==> src/rtl/uart_pkg.sv <==
// Shared constants for the UART receive path.
// State encoding and default frame/baud parameters.
package uart_pkg;

  localparam int UART_DATA_W   = 8;
  localparam int UART_DIV_RATE = 260;

  localparam logic [1:0] ST_IDLE  = 2'd0;
  localparam logic [1:0] ST_START = 2'd1;
  localparam logic [1:0] ST_DATA  = 2'd2;
  localparam logic [1:0] ST_STOP  = 2'd3;

endpackage

==> src/rtl/uart_rx_sync.sv <==
// Two-flop synchroniser plus history flop for the rx pin.
// Ports: clk, reset (async low), rx in; rx_s synced line, fall edge pulse.
module uart_rx_sync (
  input  logic clk,
  input  logic reset,
  input  logic rx,
  output logic rx_s,
  output logic fall
);

  logic s1;
  logic s2;
  logic hist;

  always_ff @(posedge clk or negedge reset) begin
    if (!reset) begin
      s1   <= 1'b1;
      s2   <= 1'b1;
      hist <= 1'b1;
    end else begin
      s1   <= rx;
      s2   <= s1;
      hist <= s2;
    end
  end

  assign rx_s = s2;
  assign fall = hist & ~s2;

endmodule

==> src/rtl/uart_rx_core.sv <==
// 8N1 UART receiver with one-deep buffer and status flags.
// Ports: clk, reset, rx, rx_ack in; rx_data, rx_end, rx_full,
// rx_overrun, rx_frame_err, rx_busy out.
module uart_rx_core
  import uart_pkg::*;
#(
  parameter int DIV_RATE = UART_DIV_RATE,
  parameter int DATA_W   = UART_DATA_W
) (
  input  logic              clk,
  input  logic              reset,
  input  logic              rx,
  input  logic              rx_ack,
  output logic [DATA_W-1:0] rx_data,
  output logic              rx_end,
  output logic              rx_full,
  output logic              rx_overrun,
  output logic              rx_frame_err,
  output logic              rx_busy
);

  localparam int CW = $clog2(DIV_RATE);
  localparam int BW = $clog2(DATA_W + 1);

  localparam logic [CW-1:0] HALF_M1 = CW'(DIV_RATE / 2 - 1);
  localparam logic [CW-1:0] FULL_M1 = CW'(DIV_RATE - 1);
  localparam logic [BW-1:0] LAST_B  = BW'(DATA_W - 1);

  logic              rx_s;
  logic              fall;
  logic [1:0]        state;
  logic [CW-1:0]     div_cnt;
  logic [BW-1:0]     bit_cnt;
  logic [DATA_W-1:0] shreg;

  uart_rx_sync u_sync (
    .clk   (clk),
    .reset (reset),
    .rx    (rx),
    .rx_s  (rx_s),
    .fall  (fall)
  );

  assign rx_busy = (state != ST_IDLE);

  always_ff @(posedge clk or negedge reset) begin
    if (!reset) begin
      state        <= ST_IDLE;
      div_cnt      <= '0;
      bit_cnt      <= '0;
      shreg        <= '0;
      rx_data      <= '0;
      rx_end       <= 1'b0;
      rx_full      <= 1'b0;
      rx_overrun   <= 1'b0;
      rx_frame_err <= 1'b0;
    end else begin
      rx_end       <= 1'b0;
      rx_frame_err <= 1'b0;
      if (rx_ack) begin
        rx_full    <= 1'b0;
        rx_overrun <= 1'b0;
      end
      unique case (state)
        ST_IDLE: begin
          div_cnt <= '0;
          if (fall)
            state <= ST_START;
        end
        ST_START: begin
          if (div_cnt == HALF_M1) begin
            div_cnt <= '0;
            bit_cnt <= '0;
            state   <= rx_s ? ST_IDLE : ST_DATA;
          end else begin
            div_cnt <= div_cnt + CW'(1);
          end
        end
        ST_DATA: begin
          if (div_cnt == FULL_M1) begin
            div_cnt <= '0;
            shreg   <= {rx_s, shreg[DATA_W-1:1]};
            bit_cnt <= bit_cnt + BW'(1);
            if (bit_cnt == LAST_B)
              state <= ST_STOP;
          end else begin
            div_cnt <= div_cnt + CW'(1);
          end
        end
        ST_STOP: begin
          if (div_cnt == FULL_M1) begin
            div_cnt <= '0;
            state   <= ST_IDLE;
            if (rx_s) begin
              // Frame beats a simultaneous ack; newest byte wins.
              rx_data    <= shreg;
              rx_end     <= 1'b1;
              rx_full    <= 1'b1;
              rx_overrun <= rx_full & ~rx_ack;
            end else begin
              rx_frame_err <= 1'b1;
            end
          end else begin
            div_cnt <= div_cnt + CW'(1);
          end
        end
        default: state <= ST_IDLE;
      endcase
    end
  end

endmodule

==> config.mk <==
export PLATFORM = sky130hd
export DESIGN_NAME = uart_rx_core
export DESIGN_NICKNAME = d
export VERILOG_FILES = /design/src/rtl/uart_pkg.sv /design/src/rtl/uart_rx_sync.sv /design/src/rtl/uart_rx_core.sv
export SDC_FILE = /design/constraint.sdc
export NUM_CORES = 1
export LEC_CHECK = 0
export ABC_AREA = 1
export BUFFER_PORTS_ARGS = -buffer_cell sky130_fd_sc_hd__buf_2
export CORE_MARGIN = 3
export CORE_UTILIZATION = 51
export CTS_CLUSTER_SIZE = 30
export DETAILED_ROUTE_END_ITERATION = 10
export GPL_ROUTABILITY_DRIVEN = 0
export PLACE_DENSITY = 0.73
export REMOVE_ABC_BUFFERS = 1
export SLEW_MARGIN = 20
export SYNTH_ARGS = -nofsm -noshare
export SYNTH_HDL_FRONTEND = slang
export SYNTH_SLANG_ARGS = --single-unit
==> constraint.sdc <==
create_clock -name clk -period 1.5 [get_ports clk]
set_clock_uncertainty 0.05 [all_clocks]
set_input_delay 0.075 -clock clk [delete_from_list [all_inputs] [get_ports clk]]
set_output_delay 0.075 -clock clk [all_outputs]
set_load 0.01 [all_outputs]
==> results of run 1 <==
## power breakdown
| part | internal (mW) | switching, mW |
|---|---|---|
| logic | 0.272 | 0.320 |
| clock network | 0.227 | 0.336 |
| registers | 1.10 | 0.0770 |
## layout by cell type (no fill, tap or decap), drive strengths merged
| master | netlist | routed |
|---|---|---|
| inv | 26 | 26 |
| dfstp | 3 | 3 |
| a21oi | 5 | 5 |
| buf | 2 | 32 |
| o21ai | 19 | 19 |
| nor2 | 20 | 20 |
| nand4 | 4 | 4 |
| and3 | 1 | 1 |
| clkinv | 0 | 1 |
| nor3 | 3 | 3 |
| nand2 | 43 | 43 |
| ha | 3 | 3 |
| nand3b | 1 | 1 |
| clkbuf | 0 | 7 |
| dlygate4sd3 | 0 | 3 |
| dfrtp | 35 | 35 |
| xor2 | 5 | 5 |
| nand3 | 8 | 8 |
## synthesized netlist by cell type, drive strengths merged
master | number | area, sq um
nand2 | 43 | 171
dfrtp | 35 | 876
inv | 26 | 100
nor2 | 20 | 101
o21ai | 19 | 125
nand3 | 8 | 52.6
a21oi | 5 | 28.8
xor2 | 5 | 43.8
nand4 | 4 | 25.0
dfstp | 3 | 78.8
ha | 3 | 37.5
nor3 | 3 | 15.0
buf | 2 | 26.3
and3 | 1 | 6.26
nand3b | 1 | 7.51
## timing repair
| action | in CTS | in global routing |
|---|---|---|
| setup buffers | 5 | 1 |
| endpoints found under the setup margin | 16 | 32 |
| resized for setup | 7 | 28 |
| pin swaps | 3 | 7 |
| hold buffers | 3 | 0 |
| endpoints found under the hold margin | 38 | 0 |
## cell type report
| type | count | share of cell area, % |
|---|---|---|
| Sequential cell | 38 | 44.1 |
| Multi-Input combinational cell | 112 | 33.2 |
| Timing Repair Buffer | 35 | 12.7 |
| Inverter | 26 | 4.74 |
| Clock buffer | 7 | 2.54 |
| Tap cell | 44 | 2.54 |
| Clock inverter | 1 | 0.231 |
## registers in the layout (all words and copies together), names as in the netlist, named ones only
signal,count
div_cnt,9
rx_data,8
shreg,8
bit_cnt,4
rx_end,1
rx_frame_err,1
rx_full,1
rx_overrun,1
state,1
u_sync.hist,1
u_sync.rx_s,1
u_sync.s1,1
## critical path, stage by stage (launching register included)
cell	delay [ns]
sky130_fd_sc_hd__dfrtp_1	0.39
sky130_fd_sc_hd__buf_4	0.13
sky130_fd_sc_hd__ha_4	0.14
sky130_fd_sc_hd__nand2_2	0.06
sky130_fd_sc_hd__nor2_4	0.12
sky130_fd_sc_hd__nand2_4	0.11
sky130_fd_sc_hd__inv_4	0.07
sky130_fd_sc_hd__nand3_4	0.09
sky130_fd_sc_hd__buf_12	0.16
sky130_fd_sc_hd__nand2_1	0.07
sky130_fd_sc_hd__o21ai_2	0.05
## worst min-delay path by stage
stage,start,to,slack [ns],cells after the start
after floorplan,reset,async pin,-0.27,0
after global placement,reset,rx_data[0],-0.002,1
after detailed placement,reset,rx_data[0],0.0008,1
after CTS,reset,shreg[7],0.16,2
after global routing,reset,rx_data[3],0.18,2
final,reset,shreg[7],0.16,2
## routing by layer
metal	GRT usage [%]	wire [um]	part of all wire (%)	vias to the layer above
met5	0	0	0	-
met4	9.16	96	2.8	0
met3	5.70	124	3.7	11
met2	32.7	1730	51	21
met1	22.3	1430	42	628
li1	-	-	-	639
## kinds of logic (layout without fill, tap and decap cells)
family	after synthesis	after routing	share of synthesized area [%]
AO/OA/AOI/OAI	24	24	9.08
XOR/XNOR	5	5	2.58
adder cells (fa/ha/maj)	3	3	2.21
buffers and inverters	28	69	7.45
flip-flops	38	38	56.3
AND/OR/NAND/NOR	80	80	22.4
==> flow_metrics.tcl, run 1 <==
set metrics [dict create \
    outcome "finished with violations" \
    violated_checks "setup timing" \
    grt.total_usage_pct 19.3 \
    place_hpwl_mm 2.29 \
    ir_drop_v 0.000721 \
    fp-row-count 20 \
    area_of_the_die_sq_mm 0.00405 \
    crit_end "rx_data[6]" \
    cts_num_sinks 38 \
    clkSlewWorstSetupHoldPaths_ns 0.12 \
    cts_max_path_buffers 2 \
    route.detailed.vias_per_inst 4.94 \
    finalWorstSetupSlack_ns -0.0566 \
    clock_root_buffer "sky130_fd_sc_hd__clkbuf_4" \
    setup.reg_to_reg.worst_slack_ns -0.06 \
    first_pass_detailed_route_iteration_total 4 \
    num-fill-cells 255 \
    num_io_pins 17 \
    maximum_clock_rate_mhz 642 \
    report.final.setup_viol 21 \
    final.period_utilization_pct 104 \
    layout.cell_area.non_filler_sq_mm 0.00217 \
    clock_tree_from_tritoncts "built" \
    cell_count_after_placement 246 \
    ys_types 26 \
    yosys_register_bits 38 \
    whs_ns 0.161 \
    htreeDepth 2 \
    yosys_warnings 0 \
    antenna_cells_inserted 0 \
    routed_wl_mm 3.38 \
    mapped_cells 178 \
    drc 0 \
    fin_util_pct 69.8 \
    critical_path_arrival_ns 1.75 \
    holdCritPathClass "input port to async pin" \
    number_of_antenna_violations_at_the_first_check_in_global_routing 0 \
    clock_insertion_delay_worst_skew_ns 0.35 \
    maxCapViolations 0 \
    post_dp_cell_area_sq_mm 0.00189 \
    drv_slew 0 \
    timing_hold_violations_final 0 \
    final_worst_path_period_need_ns 1.56 \
    power_density_mw_per_mm2 1080 \
    worstReg2RegStart "div_cnt[1]" \
    maximum_number_of_pins_on_one_net_before_global_route_repair 21 \
    setup-tns-final_ns -0.577 \
    critical_path.startpoint "div_cnt[1]" \
    worstSetupStartpointType "register" \
    cts-buffers-inserted 5 \
    global_route_wire_length_before_repair_mm 5.91 \
    syn2layout_area_growth_pct 27.7 \
    drt_first_iter_violations 50 \
    critPathCaptureType "register" \
    cp_data_required_time_ns 1.70 \
    preCtsSetupSlack_ns -0.124 \
    final_net_count 225 \
    final_layout_size_suffix_gt1_share_pct 37.0 \
    synthesis.area_per_instance_sq_um 9.52 \
    coreArea_sq_mm 0.00310 \
    timing_worst_slew_pin_value_ns 0.455 \
    portbufs 16 \
    worstSetupPathType "register to register" \
    power_leakage_nw 1.10 \
    postRouteAntennaNets 0 \
    total_power_mw 2.34 \
    multiInputGateArea_sq_um 719 \
    headroom_to_the_max_slew_limit_pct 69.7 \
    post_layout_nonfiller_instances 263 \
    worstRegToRegCells 10 \
    first_global_vias 1297 \
    grt_setup_unrepaired "yes" \
    sum_of_overflow_across_all_layers_after_global_routing 0 \
    layout.area.seq_sq_um 955 \
    route.detailed.wl_per_inst_um 12.9 \
    die_y_um 63.7 \
    chipWidth_um 63.7 \
    crit_fanout 11 \
    vias 1299 \
    rr_endpoint "rx_data[6]" \
    seq_area_frac_synth_pct 56.3 \
    initial_core_util_pct 54.6 \
    syn_area_sq_mm 0.00170 \
]
Power figures use the tool's default switching activity.
==> inputs of run 2 (changes only) <==
CORE_ASPECT_RATIO = 1.4   (was default)
==> flow_metrics.tcl, run 2 (synthesized netlist as in run 1, its figures left out) <==
set metrics [dict create \
    mostFrequentLayoutCells "sky130_fd_sc_hd__nand2_1 (40), sky130_fd_sc_hd__dfrtp_1 (35), sky130_fd_sc_hd__inv_1 (23)" \
    drc 0 \
    crit_fanout 5 \
    fin_util_pct 66.3 \
    finalWorstSetupSlack_ns -0.0409 \
    global_route_wire_length_before_repair_mm 5.63 \
    cell_count_after_placement 241 \
    first_pass_detailed_route_iteration_total 3 \
    layout.cell_area.non_filler_sq_mm 0.00209 \
    reg.largest.list "div_cnt (9), rx_data (8), shreg (8)" \
    multiInputGateArea_sq_um 694 \
    antenna_cells_inserted 0 \
    worstSetupPathType "register to register" \
    num_io_pins 17 \
    place_hpwl_mm 2.27 \
    number_of_antenna_violations_at_the_first_check_in_global_routing 0 \
    die_y_um 74.2 \
    total_power_mw 2.41 \
    route.detailed.vias_per_inst 5.00 \
    maxCapViolations 0 \
    final_layout_size_suffix_gt1_share_pct 34.1 \
    route.detailed.wl_per_inst_um 13.1 \
    whs_ns 0.0293 \
    fp-row-count 24 \
    drv_slew 0 \
    sum_of_overflow_across_all_layers_after_global_routing 0 \
    coreArea_sq_mm 0.00315 \
    final.period_utilization_pct 103 \
    drt_first_iter_violations 14 \
    timing_worst_slew_pin_value_ns 0.454 \
    mostFrequentLayoutCell "sky130_fd_sc_hd__nand2_1" \
    outcome "finished with violations" \
    cts_max_path_buffers 2 \
    violated_checks "setup timing" \
    portbufs 16 \
    preCtsSetupSlack_ns -0.0792 \
    post_layout_nonfiller_instances 253 \
    ir_drop_v 0.00103 \
    postRouteAntennaNets 0 \
    max_flop_register "div_cnt" \
    layout.area.seq_sq_um 955 \
    setup-tns-final_ns -0.302 \
    max_reg_flops 9 \
    cts-buffers-inserted 5 \
    chipWidth_um 54.7 \
    htreeDepth 2 \
    syn2layout_area_growth_pct 23.3 \
    initial_core_util_pct 53.8 \
    worstSetupStartpointType "register" \
    critPathCaptureType "register" \
    headroom_to_the_max_slew_limit_pct 69.7 \
    final_net_count 220 \
    clock_tree_from_tritoncts "built" \
    power_leakage_nw 1.06 \
    holdCritPathClass "input port to register" \
    clkSlewWorstSetupHoldPaths_ns 0.07 \
    timing_hold_violations_final 0 \
    maximum_number_of_pins_on_one_net_before_global_route_repair 21 \
    num-fill-cells 258 \
    grt.total_usage_pct 19.2 \
    routed_wl_mm 3.32 \
    power_density_mw_per_mm2 1150 \
    vias 1264 \
    grt_setup_unrepaired "yes" \
    critical_path_arrival_ns 1.67 \
    first_global_vias 1275 \
    clock_root_buffer "sky130_fd_sc_hd__clkbuf_8" \
    area_of_the_die_sq_mm 0.00406 \
    clock_insertion_delay_worst_skew_ns 0.28 \
    cts_num_sinks 38 \
    cp_data_required_time_ns 1.63 \
    maximum_clock_rate_mhz 649 \
    post_dp_cell_area_sq_mm 0.00187 \
    report.final.setup_viol 10 \
    final_worst_path_period_need_ns 1.54 \
]
[run 2: cell count changes in the layout (fill, tap and decap cells not counted), moves of 2 or more]
cell and delta:
sky130_fd_sc_hd__buf_12 -2, sky130_fd_sc_hd__buf_6 -3, sky130_fd_sc_hd__clkbuf_4 -5, sky130_fd_sc_hd__clkbuf_8 +5, sky130_fd_sc_hd__nand3_1 +2
[run 2: power breakdown]
group / total, mW / switching [mW] / leakage [nW] / internal [mW]
combinational: 0.528 / 0.288 / 0.505 / 0.240
sequential: 1.18 / 0.0710 / 0.509 / 1.10
clock: 0.710 / 0.341 / 0.0472 / 0.369
[run 2: cell type report]
cell class                      count  area share [%]
Clock inverter                      2           0.598
Tap cell                           39            2.33
Sequential cell                    38            45.7
Clock buffer                        6            3.95
Timing Repair Buffer               29            9.46
Multi-Input combinational cell    113            33.2
Inverter                           26            4.79
[run 2: worst max-delay path: stages (launching register included)]
cell and delay, ns:
sky130_fd_sc_hd__dfrtp_1 0.41, sky130_fd_sc_hd__inv_1 0.07, sky130_fd_sc_hd__ha_2 0.17, sky130_fd_sc_hd__nand2_1 0.05, sky130_fd_sc_hd__inv_1 0.06, sky130_fd_sc_hd__nand2_2 0.06
sky130_fd_sc_hd__nor2_4 0.13, sky130_fd_sc_hd__nor2_4 0.06, sky130_fd_sc_hd__a21oi_2 0.18, sky130_fd_sc_hd__buf_6 0.16, sky130_fd_sc_hd__nor2_1 0.04
[run 2: metal layers]
metal	vias up	share of wire [%]	global-route usage (%)
li1	629	-	-
met1	616	40	22.9
met2	15	56	32.0
met3	4	2.6	4.81
met4	0	1.7	8.59
met5	-	0	0
[run 2: path summary, 6_finish.rpt]
path | from | slack (ns) | depth (start not counted) | end
setup reg to reg | div_cnt[1] | -0.04 | 10 | div_cnt[1]
setup / recovery | div_cnt[1] | -0.04 | 10 | div_cnt[1]
hold reg to reg | u_sync.s1 | 0.31 | 0 | u_sync.rx_s
hold / removal | rx_ack | 0.03 | 4 | rx_overrun
max in group asynchronous | reset | 0.59 | 3 | u_sync.s1
min in group asynchronous | reset | 0.22 | 2 | div_cnt[5]
[run 2: what timing repair did]
item,4_1_cts,5_1_grt
setup endpoints to repair,26,32
cloned,1,0
gates resized for setup,5,20
hold buffers,2,0
setup buffers,0,1
endpoints found under the hold margin,18,0
pin swaps,0,3
==> inputs of run 3 (changes only) <==
ABC_AREA = default   (was 1)
==> flow_metrics.tcl, run 3 <==
set metrics [dict create \
    synth.top_cells.by_area "sky130_fd_sc_hd__dfrtp_1 (54%), sky130_fd_sc_hd__mux2_2 (11%), sky130_fd_sc_hd__dfstp_2 (4.8%), sky130_fd_sc_hd__xor2_1 (2.7%), sky130_fd_sc_hd__nor2_1 (2.5%)" \
    worstSetupStartpointType "register" \
    finalWorstSetupSlack_ns -0.337 \
    initial_core_util_pct 54.8 \
    final_layout_size_suffix_gt1_share_pct 51.6 \
    grt_setup_unrepaired "yes" \
    postRouteAntennaNets 0 \
    maximum_number_of_pins_on_one_net_before_global_route_repair 23 \
    vias 1293 \
    critPathCaptureType "register" \
    die_y_um 72.8 \
    power_leakage_nw 1.13 \
    crit_fanout 2 \
    syn2layout_area_growth_pct 42.8 \
    final.period_utilization_pct 122 \
    place_hpwl_mm 2.53 \
    syn_area_sq_mm 0.00163 \
    drv_slew 0 \
    yosys_warnings 0 \
    synth-async-reset-ratio_pct 100 \
    area_of_the_die_sq_mm 0.00391 \
    timing_hold_violations_final 0 \
    met2RoutedLength_mm 2.33 \
    synth_enable_flop_cells 0 \
    preCtsSetupSlack_ns -0.366 \
    mostFrequentLayoutCell "sky130_fd_sc_hd__dfrtp_1" \
    top_signal_layer_used "met4" \
    final_net_count 196 \
    route.detailed.vias_per_inst 5.70 \
    route.detailed.wl_per_inst_um 18.7 \
    route.layer.met1.wl_mm 1.58 \
    maxCapViolations 0 \
    power_density_mw_per_mm2 1150 \
    holdCritPathClass "input port to register" \
    num_io_pins 17 \
    headroom_to_the_max_slew_limit_pct 66.5 \
    clkSlewWorstSetupHoldPaths_ns 0.08 \
    outcome "finished with violations" \
    global_route_wire_length_before_repair_mm 6.06 \
    cp_data_required_time_ns 1.63 \
    coreArea_sq_mm 0.00296 \
    mostFrequentLayoutCells "sky130_fd_sc_hd__dfrtp_1 (35), sky130_fd_sc_hd__buf_4 (29), sky130_fd_sc_hd__mux2_4 (17)" \
    clock_insertion_delay_worst_skew_ns 0.30 \
    worstSetupPathType "register to register" \
    chipWidth_um 53.7 \
    synthesis.area_per_instance_sq_um 12.8 \
    drc 0 \
    timing_worst_slew_pin_value_ns 0.502 \
    ys_types 38 \
    portbufs 16 \
    antenna_cells_inserted 0 \
    yosys_register_bits 38 \
    synth_top_area_share_pct 53.9 \
    clock_root_buffer "sky130_fd_sc_hd__clkbuf_8" \
    reg.largest.list "div_cnt (9), rx_data (8), shreg (8)" \
    synth_ff_type "sky130_fd_sc_hd__dfrtp_1" \
    htreeDepth 2 \
    routed_wl_mm 4.25 \
    final_worst_path_period_need_ns 1.84 \
    violated_checks "setup timing" \
    number_of_antenna_violations_at_the_first_check_in_global_routing 0 \
    synth.top_cells.by_count "sky130_fd_sc_hd__dfrtp_1 (35), sky130_fd_sc_hd__mux2_2 (16), sky130_fd_sc_hd__nor2_1 (11), sky130_fd_sc_hd__nand2_1 (8), sky130_fd_sc_hd__xor2_1 (5)" \
    first_pass_detailed_route_iteration_total 4 \
    critical_path_arrival_ns 1.97 \
    ir_drop_v 0.00102 \
    cts-buffers-inserted 5 \
    grt.total_usage_pct 22.1 \
    fp-row-count 23 \
    drt_first_iter_violations 27 \
    seq_area_frac_synth_pct 58.7 \
    first_global_vias 1337 \
    maximum_clock_rate_mhz 544 \
    cts_num_sinks 38 \
    report.final.setup_viol 33 \
    total_power_mw 2.68 \
    clock_tree_from_tritoncts "built" \
    max_reg_flops 9 \
    max_flop_register "div_cnt" \
    post-synth-top-area-cell "sky130_fd_sc_hd__dfrtp_1" \
    sum_of_overflow_across_all_layers_after_global_routing 0 \
    synth.most_common_cell "sky130_fd_sc_hd__dfrtp_1" \
    mapped_cells 127 \
    met3WireLength_um 146 \
    cts_max_path_buffers 2 \
]
-- run 3: changes by cell type after synthesis, moves of 6 or more --
cell / before / now
sky130_fd_sc_hd__o21ai_0: 11 / 3
sky130_fd_sc_hd__mux2_2: 0 / 16
sky130_fd_sc_hd__nor2_1: 17 / 11
sky130_fd_sc_hd__o21ai_2: 8 / 0
sky130_fd_sc_hd__inv_1: 23 / 4
sky130_fd_sc_hd__nand2_1: 41 / 8
-- run 3: kinds of logic after synthesis --
| kind of cell | after synthesis | share of synthesized area [%] |
|---|---|---|
| adder cells (fa/ha/maj) | 3 | 2.31 |
| buffers and inverters | 5 | 1.15 |
| flip-flops | 38 | 58.7 |
| multiplexers | 18 | 12.6 |
| XOR/XNOR | 7 | 3.77 |
| AO/OA/AOI/OAI | 11 | 4.70 |
| AND/OR/NAND/NOR | 45 | 16.7 |
-- run 3: final timing paths --
kind / startpoint / endpoint / slack (ns) / cells after the start
worst max register to register: div_cnt[5] / register / -0.34 / 5
worst min-delay path: rx_ack / rx_overrun / 0.02 / 3
min in group asynchronous: reset / div_cnt[8] / 0.23 / 2
worst min register to register: u_sync.s1 / u_sync.rx_s / 0.31 / 0
max in group asynchronous: reset / rx_data[7] / 0.66 / 3
worst max-delay path: div_cnt[5] / register / -0.34 / 5
-- run 3: repair_timing --
action | CTS | global route
setup endpoints to repair | 32 | 33
pin swaps | 8 | 12
gates resized for setup | 25 | 20
gates cloned | 2 | 0
hold endpoints to repair | 18 | 0
hold buffers | 2 | 0
setup buffers | 5 | 8
-- run 3: final cells by class --
type,count,area [sq um]
flip-flops and latches,38,955
multi-input cells,85,806
fillers,169,643
repair buffers,55,417
clock buffers,6,72.6
well taps,37,46.3
inverters,4,15.0
clock inverters,2,10.0
-- run 3: power by group --
part,switching [mW],internal (mW)
clock,0.357,0.322
sequential,0.101,1.13
combinational,0.359,0.416
total,0.817,1.86
-- run 3: metrics by stage --
step	std cells	util, %	TNS, ns	instance area [sq um]	hold WS (ns)
global route	227	78.3	-10.23	2320	0.0181
detailed placement	203	65.0	-8.43	1930	0.0154
floorplan	126	-	-7.94	1620	-0.271
finish	227	78.3	-7.91	2320	0.0201
global placement	203	65.0	-7.15	1930	-0.000307
CTS	219	73.9	-5.68	2190	0.0172
-- run 3: critical path: stages, from the launching register on --
cell                      delay (ns)
sky130_fd_sc_hd__dfrtp_1        0.41
sky130_fd_sc_hd__nor4_4         0.33
sky130_fd_sc_hd__buf_4          0.16
sky130_fd_sc_hd__nand2_1        0.07
sky130_fd_sc_hd__or3_4          0.39
sky130_fd_sc_hd__mux2_4         0.30
-- run 3: routing by layer --
metal  track usage, %  vias to the layer above
met4             12.8                        0
met5                0                        -
li1                 -                      572
met3             6.54                       16
met2             37.5                       40
met1             23.3                      665
